### src/rtl/seg_pipe_adder.sv
// Pipelined WIDTH-bit adder/subtractor. Each SEG-bit carry-chain slice has its own
// stage, the carry is registered between stages, and a valid/ready handshake stalls the whole pipe.
module seg_pipe_adder #(
  parameter int WIDTH  = 16,
  parameter int SEG    = 4,
  parameter int STAGES = WIDTH / SEG
) (
  input  logic             clk,
  input  logic             rst_n,
  input  logic             in_valid,
  output logic             in_ready,
  input  logic [WIDTH-1:0] a,
  input  logic [WIDTH-1:0] b,
  input  logic             cin,
  input  logic             sub,
  output logic             out_valid,
  input  logic             out_ready,
  output logic [WIDTH-1:0] sum,
  output logic             cout,
  output logic             ovf
);

  localparam int LAST = STAGES - 1;

  // a/b hold the not-yet-added high segments (skew), s the finished low segments (deskew).
  logic [WIDTH-1:0]  a_q [STAGES];
  logic [WIDTH-1:0]  a_d [STAGES];
  logic [WIDTH-1:0]  b_q [STAGES];
  logic [WIDTH-1:0]  b_d [STAGES];
  logic [WIDTH-1:0]  s_q [STAGES];
  logic [WIDTH-1:0]  s_d [STAGES];
  logic [STAGES-1:0] c_q, c_d;
  logic [STAGES-1:0] v_q, v_d;
  logic              ovf_q, ovf_d;

  logic [WIDTH-1:0]  a_in [STAGES];
  logic [WIDTH-1:0]  b_in [STAGES];
  logic [WIDTH-1:0]  s_in [STAGES];
  logic [STAGES-1:0] c_in;
  logic [STAGES-1:0] v_in;

  logic adv;

  // The pipe moves as a unit: it advances whenever the output slot is empty or being drained.
  assign adv      = !v_q[LAST] | out_ready;
  assign in_ready = adv;

  // Stage inputs: stage 0 takes the conditioned operands, later stages their predecessor.
  always_comb begin
    a_in[0] = a;
    b_in[0] = sub ? ~b : b;
    c_in[0] = sub | cin;
    s_in[0] = '0;
    v_in[0] = in_valid;
    for (int k = 1; k < STAGES; k++) begin
      a_in[k] = a_q[k-1];
      b_in[k] = b_q[k-1];
      c_in[k] = c_q[k-1];
      s_in[k] = s_q[k-1];
      v_in[k] = v_q[k-1];
    end
  end

  // NOTE: every variable here is assigned on every pass before it is read, so no latch can form.
  always_comb begin
    logic [SEG:0] slice;
    slice = '0;
    for (int k = 0; k < STAGES; k++) begin
      slice = {1'b0, a_in[k][k*SEG +: SEG]} + {1'b0, b_in[k][k*SEG +: SEG]}
            + {{SEG{1'b0}}, c_in[k]};
      a_d[k]               = a_in[k];
      b_d[k]               = b_in[k];
      s_d[k]               = s_in[k];
      s_d[k][k*SEG +: SEG] = slice[SEG-1:0];
      c_d[k]               = slice[SEG];
      v_d[k]               = v_in[k];
    end
    // a^b^s at the MSB recovers the carry into the MSB without a second adder.
    ovf_d = a_in[LAST][WIDTH-1] ^ b_in[LAST][WIDTH-1] ^ s_d[LAST][WIDTH-1] ^ c_d[LAST];
  end

  // NOTE: non-blocking assignments let every stage capture its predecessor's pre-edge value.
  // These arrays are pipeline flops rather than RAM, so clearing them in reset is legitimate.
  always_ff @(posedge clk or negedge rst_n) begin
    if (!rst_n) begin
      for (int k = 0; k < STAGES; k++) begin
        a_q[k] <= '0;
        b_q[k] <= '0;
        s_q[k] <= '0;
      end
      c_q   <= '0;
      v_q   <= '0;
      ovf_q <= 1'b0;
    end else if (adv) begin
      for (int k = 0; k < STAGES; k++) begin
        a_q[k] <= a_d[k];
        b_q[k] <= b_d[k];
        s_q[k] <= s_d[k];
      end
      c_q   <= c_d;
      v_q   <= v_d;
      ovf_q <= ovf_d;
    end
  end

  assign out_valid = v_q[LAST];
  assign sum       = s_q[LAST];
  assign cout      = c_q[LAST];
  assign ovf       = ovf_q;

endmodule

### config.mk
export PLATFORM = sky130hd
export DESIGN_NAME = seg_pipe_adder
export DESIGN_NICKNAME = d
export VERILOG_FILES = /design/src/rtl/seg_pipe_adder.sv
export SDC_FILE = /design/constraint.sdc
export NUM_CORES = 1
export LEC_CHECK = 0
export ABC_AREA = 1
export BUFFER_PORTS_ARGS = -buffer_cell sky130_fd_sc_hd__buf_4
export CORE_UTILIZATION = 25
export DETAILED_ROUTE_END_ITERATION = 6
export GPL_TIMING_DRIVEN = 0
export MAX_ROUTING_LAYER = met4
export SLEW_MARGIN = 25
export SYNTH_ARGS = -nofsm -noshare
export SYNTH_HDL_FRONTEND = slang
export SYNTH_SLANG_ARGS = --single-unit
export TNS_END_PERCENT = 100
### constraint.sdc
create_clock -name clk -period 3.9 [get_ports clk]
set_input_delay 0.195 -clock clk [delete_from_list [all_inputs] [get_ports clk]]
set_output_delay 0.195 -clock clk [all_outputs]
set_load 0.1 [all_outputs]
; ---- Word level (Yosys, flattened, before mapping)
; Index checks and enable logic that the tools add are counted.
[totals]
regBits = 145
inputBits = 38
output_inout_bits = 20
elab_cells = 29
[classes]
n_addsub = 8
muxes = 1
bitwise = 6
reduce_logical = 1
[ops]
columns = operator, count
row1 = 4-bit by 4-bit adder with 5-bit output, 4
row2 = 5-bit by 1-bit adder with 5-bit output, 4
row3 = 16-bit two-way mux, 1
row4 = 16-bit NOT, 1
row5 = 1-bit bitwise XOR, 3
row6 = 1-bit bitwise OR, 2
row7 = 1-bit zero test, 1

; ---- Longest topological paths before layout
; Gate-level depths: netlist (run 1).
[depth]
ltp_word = 4
ltp_mapped = 10
mapped_depth_nobuf = 8

; ---- Least setup slack after synthesis (run 1)
; No wires, ideal clock.
[synth_timing]
path_kind = input-to-reg
from = in sub
to = reg c_q[0]
setup_ns = 0.126
arrival_ns = 1.827
t_required_ns = 3.774
path_slack_ns = 1.947
path_stages = 9
path_cell_list = buf_6 buf_8 or2_2 fa_1 fa_1 nand2_1 inv_1 o21ai_0 a21oi_1
[synth_between]
elab_chain_cells = 3
word_cells_on_any_way = 4
classes_between = add/sub (2) / mux (1) / bitwise (1)
[synth_lines]
columns = element, line
row1 = start: declaration, 15  ; input logic sub,
row2 = 16-bit two-way mux, 51  ; b_in[0] = sub ? ~b : b;
row3 = 4-bit by 4-bit adder with 5-bit output, 69  ; slice = {1'b0, a_in[k][k*SEG +: SEG]} + {1'b0, b_in[k][k*SEG +: SEG]}
row4 = 5-bit by 1-bit adder with 5-bit output (*), 70  ; + {{SEG{1'b0}}, c_in[k]};
row5 = end signal: assignment, 91  ; c_q <= '0;
row6 = end signal: assignment, 100  ; c_q <= c_d;
row7 = end: declaration, 32  ; logic [STAGES-1:0] c_q, c_d;
; Every way passes the cells marked *; elsewhere a longest branch is shown, timed or not.
; A chain may end at the register's enable or synchronous reset.

; ---- Final worst setup path (run 1)
[layout_timing]
from = reg a_q, in the netlist a_d[12]
to = reg ovf_q (netlist: ovf)
[layout_between]
elab_chain_cells = 4
[layout_lines]
columns = element, line
row1 = start: declaration, 26  ; logic [WIDTH-1:0] a_q [STAGES];
row2 = start signal: indexed assignment, 96  ; a_q[k] <= a_d[k];
row3 = 4-bit by 4-bit adder with 5-bit output (*), 69
row4 = 5-bit by 1-bit adder with 5-bit output (*), 70
row5 = 1-bit bitwise XOR, 79  ; ovf_d = a_in[LAST][WIDTH-1] ^ b_in[LAST][WIDTH-1] ^ s_d[LAST][WIDTH-1] ^ c_d[LAST];
row6 = 1-bit bitwise XOR (*), 79
row7 = end signal: assignment, 102  ; ovf_q <= ovf_d;
row8 = end: declaration, 34  ; logic ovf_q, ovf_d;
; Marks and branches as above.

==> results of run 1 <==
[layer usage]
metal / vias to the layer above / global-route usage (%)
met4: 0 / 5.43
met1: 1461 / 15.6
met3: 14 / 1.95
met5: - / -
li1: 1617 / -
met2: 52 / 19.1
[power by group]
part | total [W] | switching (W) | internal (W)
sequential | 0.00170 | 0.000242 | 0.00145
clock | 0.00102 | 0.000390 | 0.000631
combinational | 0.00227 | 0.00159 | 0.000682
[registers in the layout, indices dropped and copies added (netlist names)]
name / flops
c_q: 4
ovf: 1
b_d: 24
sum: 16
a_d: 24
v_q: 4
s_d: 24
[cells in the mapped netlist, drive strengths merged]
| library cell | number |
|---|---|
| ha | 12 |
| nand3 | 14 |
| o21ai | 50 |
| o31ai | 2 |
| inv | 28 |
| or2 | 4 |
| buf | 22 |
| a21oi | 6 |
| dfrtp | 97 |
| xor2 | 4 |
| nand2 | 199 |
| nor2 | 14 |
| nand3b | 1 |
| fa | 8 |
| clkbuf | 1 |
| xnor2 | 12 |
[area by class of cell]
cell class                 instances  area share [%]
clock buffer                      10            4.18
multi-input combinational        326            30.7
tap                              225            5.14
clock inverter                     6            2.10
buffer                            23            3.77
sequential                        97            44.3
inverter                          28            1.92
timing repair buffer              57            7.92
[kinds of logic after synthesis]
logic type	count (synthesis)	synth area share, %
buffers and inverters	51	7.05
adders and majority gates	20	7.02
AOI/OAI and AO/OA	58	7.27
DFF	97	54.9
and+or+nand+nor	232	20.6
xor gates and xnor gates	16	3.17
[through the flow]
stage	util, %	instances
after floorplan	-	474
after global placement	29.6	755
after detailed placement	29.6	755
after CTS	31.7	772
after global routing	31.7	772
final	31.7	772
[worst reg2reg max path: cells and delay by family, from the launching register on]
kind | cells | cell delay [ps]
AND/OR/NAND/NOR | 6 | 440
flip-flops | 1 | 410
adder cells (fa/ha/maj) | 2 | 920
[repair_timing]
item                                   CTS  global route
setup buffers                            0             0
endpoints found under the hold margin   97             0
hold buffers                             1             0
[worst min path at each step]
stage          start                   to  slack (ps)  cells after the start
3_5_place_dp   rst_n  s_d[32]$_DFFE_PN0P_         360                      1
5_1_grt         a[4]  a_d[36]$_DFFE_PN0P_          40                      3
6_report        a[4]  a_d[36]$_DFFE_PN0P_          40                      3
3_3_place_gp   a[15]  a_d[47]$_DFFE_PN0P_         400                      3
4_1_cts         a[4]  a_d[36]$_DFFE_PN0P_          30                      3
2_1_floorplan  rst_n  a_d[12]$_DFFE_PN0P_        -100                      0
==> flow_results.org, run 1 <==
** Setup path
- Endpoint of the lowest-slack register-to-register path :: ovf$_DFFE_PN0P_
- Endpoint type of the worst setup path :: flop
- The critical path starts at a_d[12]$_DFFE_PN0P_.
- Required time at the worst-slack endpoint :: 4150 ps
- The cell family contributing the most delay on the critical path is adder cells.
- For this design, the slowest cell found on the critical path is sky130_fd_sc_hd__fa_1.
- Counting stages on the worst path, the most repeated cell is sky130_fd_sc_hd__nand2_1.
- R2R depth :: 8
- R2R Setup Slk :: 2030 ps
- Buf+Inv Stages, Crit Path :: 0
- R2R Path Start :: a_d[12]$_DFFE_PN0P_
- In this run the number of cells on the critical path is 8.
- The critical path ends at ovf$_DFFE_PN0P_.
- Sequence of cells on the critical path :: fa_1 > fa_1 > nand2_1 > nand2_1 > nand2_1 > nand2_1 > nand3_1 > nand2_1
- On the worst path, the slowest cell contributes a delay of 490 ps.
- The worst setup path is launched from a flop.
- The setup path with the least slack is of type reg2reg.
- At the worst endpoint, the arrival time is between 2000 and 2500 ps.
- Maximum fanout along the worst path :: 3

** Global route
- Global-route wire length before repair :: 16400 um
- Entering global routing, the biggest net connects 98 pins.
- Antenna violations before repair :: 0
- Global routing used 12.2% of the available tracks.
- Global routing finished with a remaining overflow of 0.
- The via count of the first global-routing pass came to approximately 3200.

** Clock tree
- Buffer type at the clock tree root :: sky130_fd_sc_hd__clkbuf_16
- TritonCTS buffer count :: 9
- TritonCTS built the clock tree.
- Clock transition at path regs :: 70 ps
- Counting along the longest clock path gives a buffer depth of 2.
- For this design, the sink count on the clock tree is 97.
- Clock latency reported for the late side of the worst-skew pair :: between 300 and 400 ps
- Total of cells resized after clock tree synthesis :: 0
- The H-tree generated during clock tree synthesis spans 3 levels.

** STA
- After layout, the worst path uses 47.9% of the clock period.
- The max-slew violation count is 0.
- RSZ-0062 raised after global routing :: false
- Counting I/O delays and the setup requirement, the final critical path takes ~1900 ps.
- Final count of negative-setup-slack endpoints :: 0
- Hold timing on the final database bottoms out at a slack of about 38 ps.
- Final Hold Vio Count :: 0
- Derived from the worst setup path, the maximum achievable clock frequency is 536 MHz.
- Actual slew at the worst max-slew pin :: approximately 890 ps
- In this run the tightest slew margin relative to its limit is between 40 and 50%.
- The clock arrives with approximately 6.5 ps of skew.
- Adding up every negative setup slack in the final design gives 0 ps.
- Across all setup checks in the final design, the least slack found is 2030 ps.

** Detailed routing
- Met1 Routed Length :: 4960 um
- For this run, the detailed router's first-pass iteration total came to 4.
- Number of DRC violations after detailed-routing iteration 0 :: approximately 180
- Summing over every cut layer, the via total after detailed routing is between 3000 and 4000.
- Dividing the detail-routed wire length by the instance count gives 12.9 um.
- Wire segments on met3 add up to between 200 and 250 um in the final route.
- Detailed-route vias per instance :: approximately 4.1
- Antenna-violating nets left :: 0
- The routed design has between 9000 and 10000 um of wire.
- Max layer used :: met4
- The routed design uses 4490 um of met2 wire.
- In the routed design, unresolved DRC markers number 0.

** Floorplan
- Placement row count :: 48
- For this design the top-level I/O count stands at 58.
- The die is 135 um tall.
- The floorplan step defined a core boundary enclosing 17300 um^2.
- Die X-Extent :: about 130 um
- The initial utilization of the core area, before any placement, comes to 25.6%.
- The die covers ~18000 um^2.

** Finish
- Register Area :: 2430 um^2
- Commonest non-fill, non-tap cells in the layout :: 199 x sky130_fd_sc_hd__nand2_1, 97 x sky130_fd_sc_hd__dfrtp_1, 63 x sky130_fd_sc_hd__buf_4
- After the last flow step, the layout net total stands at 600.
- Fill cell instance count of the final layout :: 1827
- Antenna fix cells :: 0
- Of the cells placed in the final design, the portion with a size suffix greater than 1 is 19.4%.
- Area added between synthesis and finish :: 24.0%
- Post-layout instance area :: 5480 um^2
- Leaving out fill and tap cells, the most frequent cell in the layout is sky130_fd_sc_hd__nand2_1.
- Area taken by multi-input logic gates :: about 1700 um^2

** Yosys
- For this run, the register share of the synthesized area comes to 54.9%.
- The share of synthesized area in the top cell type comes to between 50% and 60%.
- Number of distinct library cells after synthesis :: 22
- Leading post-synthesis cells by cell area :: sky130_fd_sc_hd__dfrtp_1 55%, sky130_fd_sc_hd__nand2_1 17%, sky130_fd_sc_hd__o21ai_0 4.9%
- The cell count after synthesis came out at 474.
- Post-Synthesis Cell Area :: about 4400 um^2
- Mean instance size in the synthesized netlist :: 9.33 um^2
- Synth Register Bits :: a little under 100
- Warnings, synthesis :: 0
- The synthesized design spends more area on one cell type than any other, namely sky130_fd_sc_hd__dfrtp_1.
- The number of nets handed over by synthesis was 532.

** Placement
- Detailed Place HPWL :: 6990 um
- Routability-driven placement finished with a final weighted congestion of between 0.7 and 0.8.
- Before CTS, the worst setup slack after placement is 1830 ps.
- Number of buffers inserted by port buffering :: 56
- After detailed placement, the total cell area comes to 5130 um^2.

** Power
- For this design the static power due to leakage is 2.75 nW.
- Worst IR Drop VDD :: 0.302 mV
- Power Density :: 910 nW/um^2
- Pwr Total :: 0.00499 W

** Job
- Number of max-cap violations :: 0

** Worst hold path
- Hold/Removal Path Class :: in2reg

** Outcome
- Outcome :: completed
Power figures use the tool's default switching activity.
==> inputs of run 2 (changes only) <==
==> constraint.sdc (replaced) <==
create_clock -name clk -period 1.85 [get_ports clk]
set_input_delay 0.0925 -clock clk [delete_from_list [all_inputs] [get_ports clk]]
set_output_delay 0.0925 -clock clk [all_outputs]
set_load 0.1 [all_outputs]
==> flow_results.org, run 2 (same netlist as run 1, synthesis figures left out) <==
** Outcome
- Outcome :: completed

** Worst hold path
- Beginning of the worst hold path :: b[8]
- Hold Crit Endpoint :: b_d[40]$_DFFE_PN0P_
- Instance count along the most critical hold path :: 3
- The min-delay analysis places its worst path in the category in2reg.

** Global route
- Global-route wire length before repair :: 16900 um
- Global-route usage over all layers :: 12.4%
- The number of antenna violations at the first check in global routing is 0.
- The via count of the first global-routing pass was 3249.
- Largest net degree at the start of global routing :: 98
- Overflow left after global routing :: 0

** STA
- Setup violations remaining at the end of the flow were counted as 0.
- The max-slew violation count is 0.
- Final Cycle Share :: 93.3%
- The worst path needs around 1700 ps of the cycle, external delays included.
- Across the routed clock network, the largest skew measured is 10.6 ps.
- Slew margin rel. :: 39.5%
- The final hold violation count was 0.
- Actual slew at the worst max-slew pin :: about 910 ps
- Summed over all failing endpoints, the final setup total negative slack is 0 ps.
- RSZ-0062 raised after global routing :: false
- Maximum clock rate :: 579 MHz

** Placement
- Detailed placement finished with a half-perimeter wire length of 7030 um.
- Final weighted congestion in routability-driven placement :: 0.767
- Number of buffers inserted by port buffering :: 56

** Clock tree
- Number of sinks on the clock net :: 97
- Maximum buffer depth of the clock tree :: 2
- Clock transition at path regs :: 70 ps
- TritonCTS buffer count :: 9
- H-tree level count :: 3
- Buffer type at the clock tree root :: sky130_fd_sc_hd__clkbuf_16
- Clock latency reported for the late side of the worst-skew pair :: around 350 ps
- Post-CTS Setup Inserts :: 0
- Clock tree from TritonCTS :: yes

** Finish
- The net count of the finished layout is 613.
- Layout cells sized above 1 :: 19.6%
- Antenna fix cells :: 0
- Compared with the post-synthesis result, the final layout area differs by 27.2%.
- Commonest non-fill, non-tap cells in the layout :: 199 x sky130_fd_sc_hd__nand2_1, 97 x sky130_fd_sc_hd__dfrtp_1, 63 x sky130_fd_sc_hd__buf_4
- Utilization after layout :: approximately a third
- After filler insertion, the fill cell instance count of the layout stands at roughly 1800.
- Leaving out fill and tap cells, the most frequent cell in the layout is sky130_fd_sc_hd__nand2_1.

** Setup path
- The critical path is of the reg2reg type.
- R2R Path Start :: a_d[12]$_DFFE_PN0P_
- R2R depth :: 8
- STA classifies the critical path endpoint as a flop.
- The worst setup path is launched from a flop.
- Maximum fanout along the worst path :: 3
- R2R Setup Slk :: 120 ps
- At the worst endpoint, the arrival time is about 2000 ps.
- In this design, the largest share of critical-path delay is due to adder cells.
- Crit path from :: a_d[12]$_DFFE_PN0P_
- Most frequent cell on the critical path :: sky130_fd_sc_hd__nand2_1
- The number of buffers and inverters on the critical path is 0.
- The worst register-to-register path ends at ovf$_DFFE_PN0P_.
- The critical path goes through fa_2 > fa_2 > nand2_1 > nand2_1 > nand2_1 > nand2_1 > nand3_1 > nand2_1.
- Worst-path cell with the longest stage delay :: sky130_fd_sc_hd__fa_2
- Required time at the worst-slack endpoint :: between 2000 and 2500 ps
- Biggest cell delay along the critical path :: 430 ps

** Floorplan
- 58 I/O pins were placed.
- The floorplan step defined a die boundary enclosing 18200 um^2.
- The initial utilization of the core area, before any placement, comes to 25.6%.
- Placeable Area :: 17300 um^2
- Die X-Extent :: 135 um
- The floorplan has 48 rows.
- In this run the vertical extent of the chip is about 130 um.

** Power
- Cell internal power was estimated by the tool at a little under 0.006 W.
- Net switching is ~44% of the power.
- Portion of total power attributed to the clock network :: 20.3%
- For this design the static power due to leakage is 2.80 nW.
- Dividing total power by cell area gives a power density of approximately 1900 nW/um^2.
- The design draws between 0.01 and 0.015 W.
- Across the VDD grid, the largest voltage drop is 0.585 mV.
- The share of total power dissipated in sequential elements is 34.0%.
- For this design the total switching power over the nets is approximately 0.0047 W.
- Combinational logic burns 45.7% of the power.

** Detailed routing
- Antenna-violating nets left :: 0
- After detailed routing, the average wire length per cell comes to between 10 and 15 um.
- Routed wire length :: 10100 um
- Vias :: 3266
- Number of DRC violations after detailed-routing iteration 0 :: 189
- Detailed-route vias per instance :: 4.16
- For this run, design rule violations remaining after detail routing come to 0.
- For this run, the detailed router's first-pass iteration total came to 5.

** Job
- Number of max-cap violations :: 0
==> run 2: changes by cell type in the layout (fill, tap and decap cells not counted), sizes merged <==
| cell | before | now |
|---|---|---|
| clkbuf | 11 | 12 |
| dlygate4sd3 | 1 | 14 |
| clkinvlp | 0 | 1 |
| inv | 29 | 28 |
| clkinv | 2 | 1 |
==> run 2: timing repair <==
item	CTS	global route
hold buffers	14	0
endpoints found under the hold margin	110	0
resized for setup	1	2
endpoints found under the setup margin	1	2
==> run 2: worst max-delay path by stage <==
stage | slack [ps] | depth (start not counted) | to
6_report | 120 | 8 | ovf$_DFFE_PN0P_
5_1_grt | 20 | 6 | c_q[1]$_DFFE_PN0P_
4_1_cts | 50 | 8 | ovf$_DFFE_PN0P_
3_5_place_dp | -80 | 9 | c_q[0]$_DFFE_PN0P_
3_3_place_gp | -80 | 9 | c_q[0]$_DFFE_PN0P_
2_1_floorplan | 9 | 7 | sum[11]$_DFFE_PN0P_
==> run 2: final cells by class <==
class	count	area (um^2)	share of cell area, %
clock buffers	11	243	4.32
flip-flops and latches	97	2430	43.2
multi-input cells	326	1690	30.1
inverters	28	105	1.87
well taps	225	282	5.01
repair buffers	70	564	10.0
clock inverters	5	103	1.83
plain buffers	23	206	3.67
==> run 2: metrics by stage <==
stage          setup slack [ps]  std cells  hold WS (ps)  area [um^2]
3_3_place_gp              -77.0        755           297         5120
6_report                    124        785          31.7         5620
2_1_floorplan              9.08        474          -203         4420
3_5_place_dp              -84.1        755           252         5130
4_1_cts                    53.9        785          27.4         5620
5_1_grt                    19.1        785          46.5         5620
==> run 2: worst reg2reg max path, delay by kind of cell, from the launching register on <==
| family | cells | cell delay (ps) |
|---|---|---|
| adder cells (fa/ha/maj) | 2 | 800 |
| flip-flops | 1 | 420 |
| AND/OR/NAND/NOR | 6 | 410 |
==> run 2: metal layers <==
metal  track usage (%)  vias to the layer above  wire length, um  part of all wire, %
met5                 -                        -                0                    0
met4              4.18                        0              150                  1.5
met3              1.35                       11              245                  2.4
met2              19.5                       67             4670                   46
met1              16.7                     1543             4990                   50
li1                  -                     1645                -                    -
==> run 2: power groups by stage <==
stage / logic (W) / registers (W) / clock network [W]
4_1_cts: 0.00487 / 0.00360 / 0.00218
5_1_grt: 0.00536 / 0.00372 / 0.00227
3_5_place_dp: 0.00480 / 0.00363 / 0
2_1_floorplan: 0.00226 / 0.00493 / 0
6_report: 0.00483 / 0.00359 / 0.00215
3_3_place_gp: 0.00474 / 0.00360 / 0
==> inputs of run 3 (changes only) <==
--- a/config.mk
+++ b/config.mk
@@ -8,6 +8,7 @@
 export ABC_AREA = 1
 export BUFFER_PORTS_ARGS = -buffer_cell sky130_fd_sc_hd__buf_4
 export CORE_UTILIZATION = 25
+export CTS_BUF_LIST = sky130_fd_sc_hd__clkbuf_4 sky130_fd_sc_hd__clkbuf_8
 export DETAILED_ROUTE_END_ITERATION = 6
 export GPL_TIMING_DRIVEN = 0
 export MAX_ROUTING_LAYER = met4
==> flow_results.org, run 3 (same netlist as run 1, synthesis figures left out) <==
** Outcome
- The run finished with clean final reports.

** STA
- Slew margin rel. :: 40.2%
- Maximum clock rate :: approximately 580 MHz
- Hold timing on the final database bottoms out at a slack of 9.53 ps.
- Setup repair after global routing left no endpoint under its margin.
- For the pin with the worst max-slew slack, the measured transition is 897 ps.
- Final Cycle Share :: 92.9%
- Total Negative Setup Slacks :: 0 ps
- Setup violations remaining at the end of the flow were counted as 0.
- Clock period minus final worst setup slack :: 1720 ps
- The max-slew violation count is 0.
- Clock skew on the completed layout was measured at 16.1 ps.
- Final Hold Vio Count :: 0

** Power
- Pwr Total :: 0.0101 W
- Worst IR Drop VDD :: 0.548 mV
- The analysis attributes to cell leakage a power of 2.80 nW.
- Power Density :: 1790 nW/um^2

** Detailed routing
- In this run the remaining antenna-violating nets after routing total 0.
- Detailed-route vias per instance :: 4.11
- Number of DRC violations after detailed-routing iteration 0 :: 162
- Across all layers, the routed design uses 3267 vias.
- Dividing the detail-routed wire length by the instance count gives 12.6 um.
- Routed wire length :: 9990 um
- In the routed design, unresolved DRC markers number 0.
- The first detailed-routing pass ran for 4 iterations.

** Setup path
- The worst register-to-register path has a depth of 8.
- Critical path startpoint category :: flop
- On the worst path, the slowest cell contributes a delay of 430 ps.
- The critical path ends at ovf$_DFFE_PN0P_.
- Buf+Inv Stages, Crit Path :: 0
- R2R Setup Slk :: around 130 ps
- Cell count along the critical path :: 8
- Cell type group with the largest total delay on the critical path :: adder cells
- Sequence of cells on the critical path :: fa_2 > fa_2 > nand2_1 > nand2_1 > nand2_1 > nand2_1 > nand3_1 > nand2_1
- Endpoint of the lowest-slack register-to-register path :: ovf$_DFFE_PN0P_
- In this run the worst setup path begins at a_d[12]$_DFFE_PN0P_.
- Worst-path cell with the longest stage delay :: sky130_fd_sc_hd__fa_2
- The startpoint identified for the worst register-to-register timing path is a_d[12]$_DFFE_PN0P_.
- For the worst setup path, the data arrival time is 2000 ps.
- The worst setup path is captured at a flop.
- Maximum fanout along the worst path :: 3
- STA puts the critical path data required time at approximately 2100 ps.
- Most frequent cell on the critical path :: sky130_fd_sc_hd__nand2_1
- Crit Path Class :: reg2reg

** Finish
- Most common cell after layout, fill and taps aside :: sky130_fd_sc_hd__nand2_1
- Leaving out fill and tap cells, the most frequent cells in the layout are 199 x sky130_fd_sc_hd__nand2_1, 97 x sky130_fd_sc_hd__dfrtp_1, 63 x sky130_fd_sc_hd__buf_4.
- Excluding fillers, the count of instances in the completed layout stands at 795.
- Layout net count :: roughly 620
- The repair_antennas step left the layout with diodes totalling 0.
- Relative to the synthesized area, the layout overhead comes to 27.3%.
- Utilization after layout :: 32.5%
- Of the cells placed in the final design, the portion with a size suffix greater than 1 is around 20%.
- The filler cells instantiated in the layout total 1842.

** Floorplan
- Placeable Area :: 17300 um^2
- The die covers ~18000 um^2.
- Placement row count :: 48
- DIE HEIGHT :: 135 um
- Once the floorplan was initialized, standard cells occupied 25.6% of the core.
- Die X-Extent :: 135 um
- IO Count :: 58

** Clock tree
- Clock tree synthesis inserted a total of 9 buffers.
- Clock transition at path regs :: 100 ps
- The cell sitting at the root of the clock tree is a sky130_fd_sc_hd__clkbuf_8.
- H-tree level count :: 3
- Maximum buffer depth of the clock tree :: 2
- Number of sinks on the clock net :: 97
- Clock tree from TritonCTS :: yes
- Clock latency reported for the late side of the worst-skew pair :: 380 ps

** Placement
- Final weighted congestion in routability-driven placement :: 0.767
- The count of buffers added on input and output ports is 56.
- Detailed Place HPWL :: 7030 um
- Placed cells :: 755

** Job
- Max-cap violations in this run came to 0.

** Global route
- Antenna violations before repair :: 0
- Global routing finished with a remaining overflow of 0.
- Global-route usage over all layers :: 12.6%
- The first global-routing pass estimated 17100 um of wire.
- The via count of the first global-routing pass was 3256.
- Largest net degree at the start of global routing :: between 90 and 100

** Worst hold path
- Instance count along the most critical hold path :: 3
- Hold/Removal Path Class :: in2reg
## run 3: worst min-delay path by stage
| stage | start | to | slack [ps] |
|---|---|---|---|
| 2_1_floorplan | rst_n | a_d[12]$_DFFE_PN0P_ | -200 |
| 3_3_place_gp | a[13] | a_d[45]$_DFFE_PN0P_ | 300 |
| 5_1_grt | b[15] | b_d[47]$_DFFE_PN0P_ | 5 |
| 6_report | b[15] | b_d[47]$_DFFE_PN0P_ | 10 |
| 3_5_place_dp | rst_n | s_d[32]$_DFFE_PN0P_ | 250 |
| 4_1_cts | b[15] | b_d[47]$_DFFE_PN0P_ | 3 |
## run 3: power breakdown
part / total (W) / internal (W) / switching [W]
Clock: 0.00168 / 0.000948 / 0.000735
Sequential: 0.00359 / 0.00306 / 0.000529
Combinational: 0.00482 / 0.00149 / 0.00333
Total: 0.0101 / 0.00549 / 0.00459
## run 3: area by class of cell
class | instances | area (um^2) | area share (%)
Buffer | 23 | 206 | 3.67
Clock buffer | 11 | 145 | 2.58
Clock inverter | 5 | 103 | 1.82
Inverter | 28 | 105 | 1.87
Multi-Input combinational cell | 326 | 1690 | 30.1
Sequential cell | 97 | 2430 | 43.1
Tap cell | 225 | 282 | 5.00
Timing Repair Buffer | 80 | 664 | 11.8
## run 3: tightest hold or removal path, stage by stage
cell and delay (ps):
sky130_fd_sc_hd__buf_4 90, sky130_fd_sc_hd__xnor2_1 90, sky130_fd_sc_hd__o21ai_0 60
## run 3: metrics by stage
step / area (um^2) / worst slack, ps
floorplan: 4420 / 9.08
global placement: 5120 / -77.0
detailed placement: 5130 / -84.1
CTS: 5620 / 54.4
global route: 5630 / 24.1
finish: 5630 / 132
## run 3: what timing repair did
action                                  in CTS  in global routing
hold buffers                                24                  0
cloned                                       0                  0
buffers inserted                             0                  0
gates resized for setup                      1                  3
endpoints found under the setup margin       1                  3
hold endpoints to repair                   120                  0
## run 3: per-layer routing
metal	wire (um)	part of all wire, %	GRT usage (%)	vias to the layer above
li1	-	-	-	1659
met1	4970	50	16.7	1540
met2	4630	46	19.6	58
met3	264	2.6	1.91	10
met4	127	1.3	4.00	0
met5	0	0	-	-
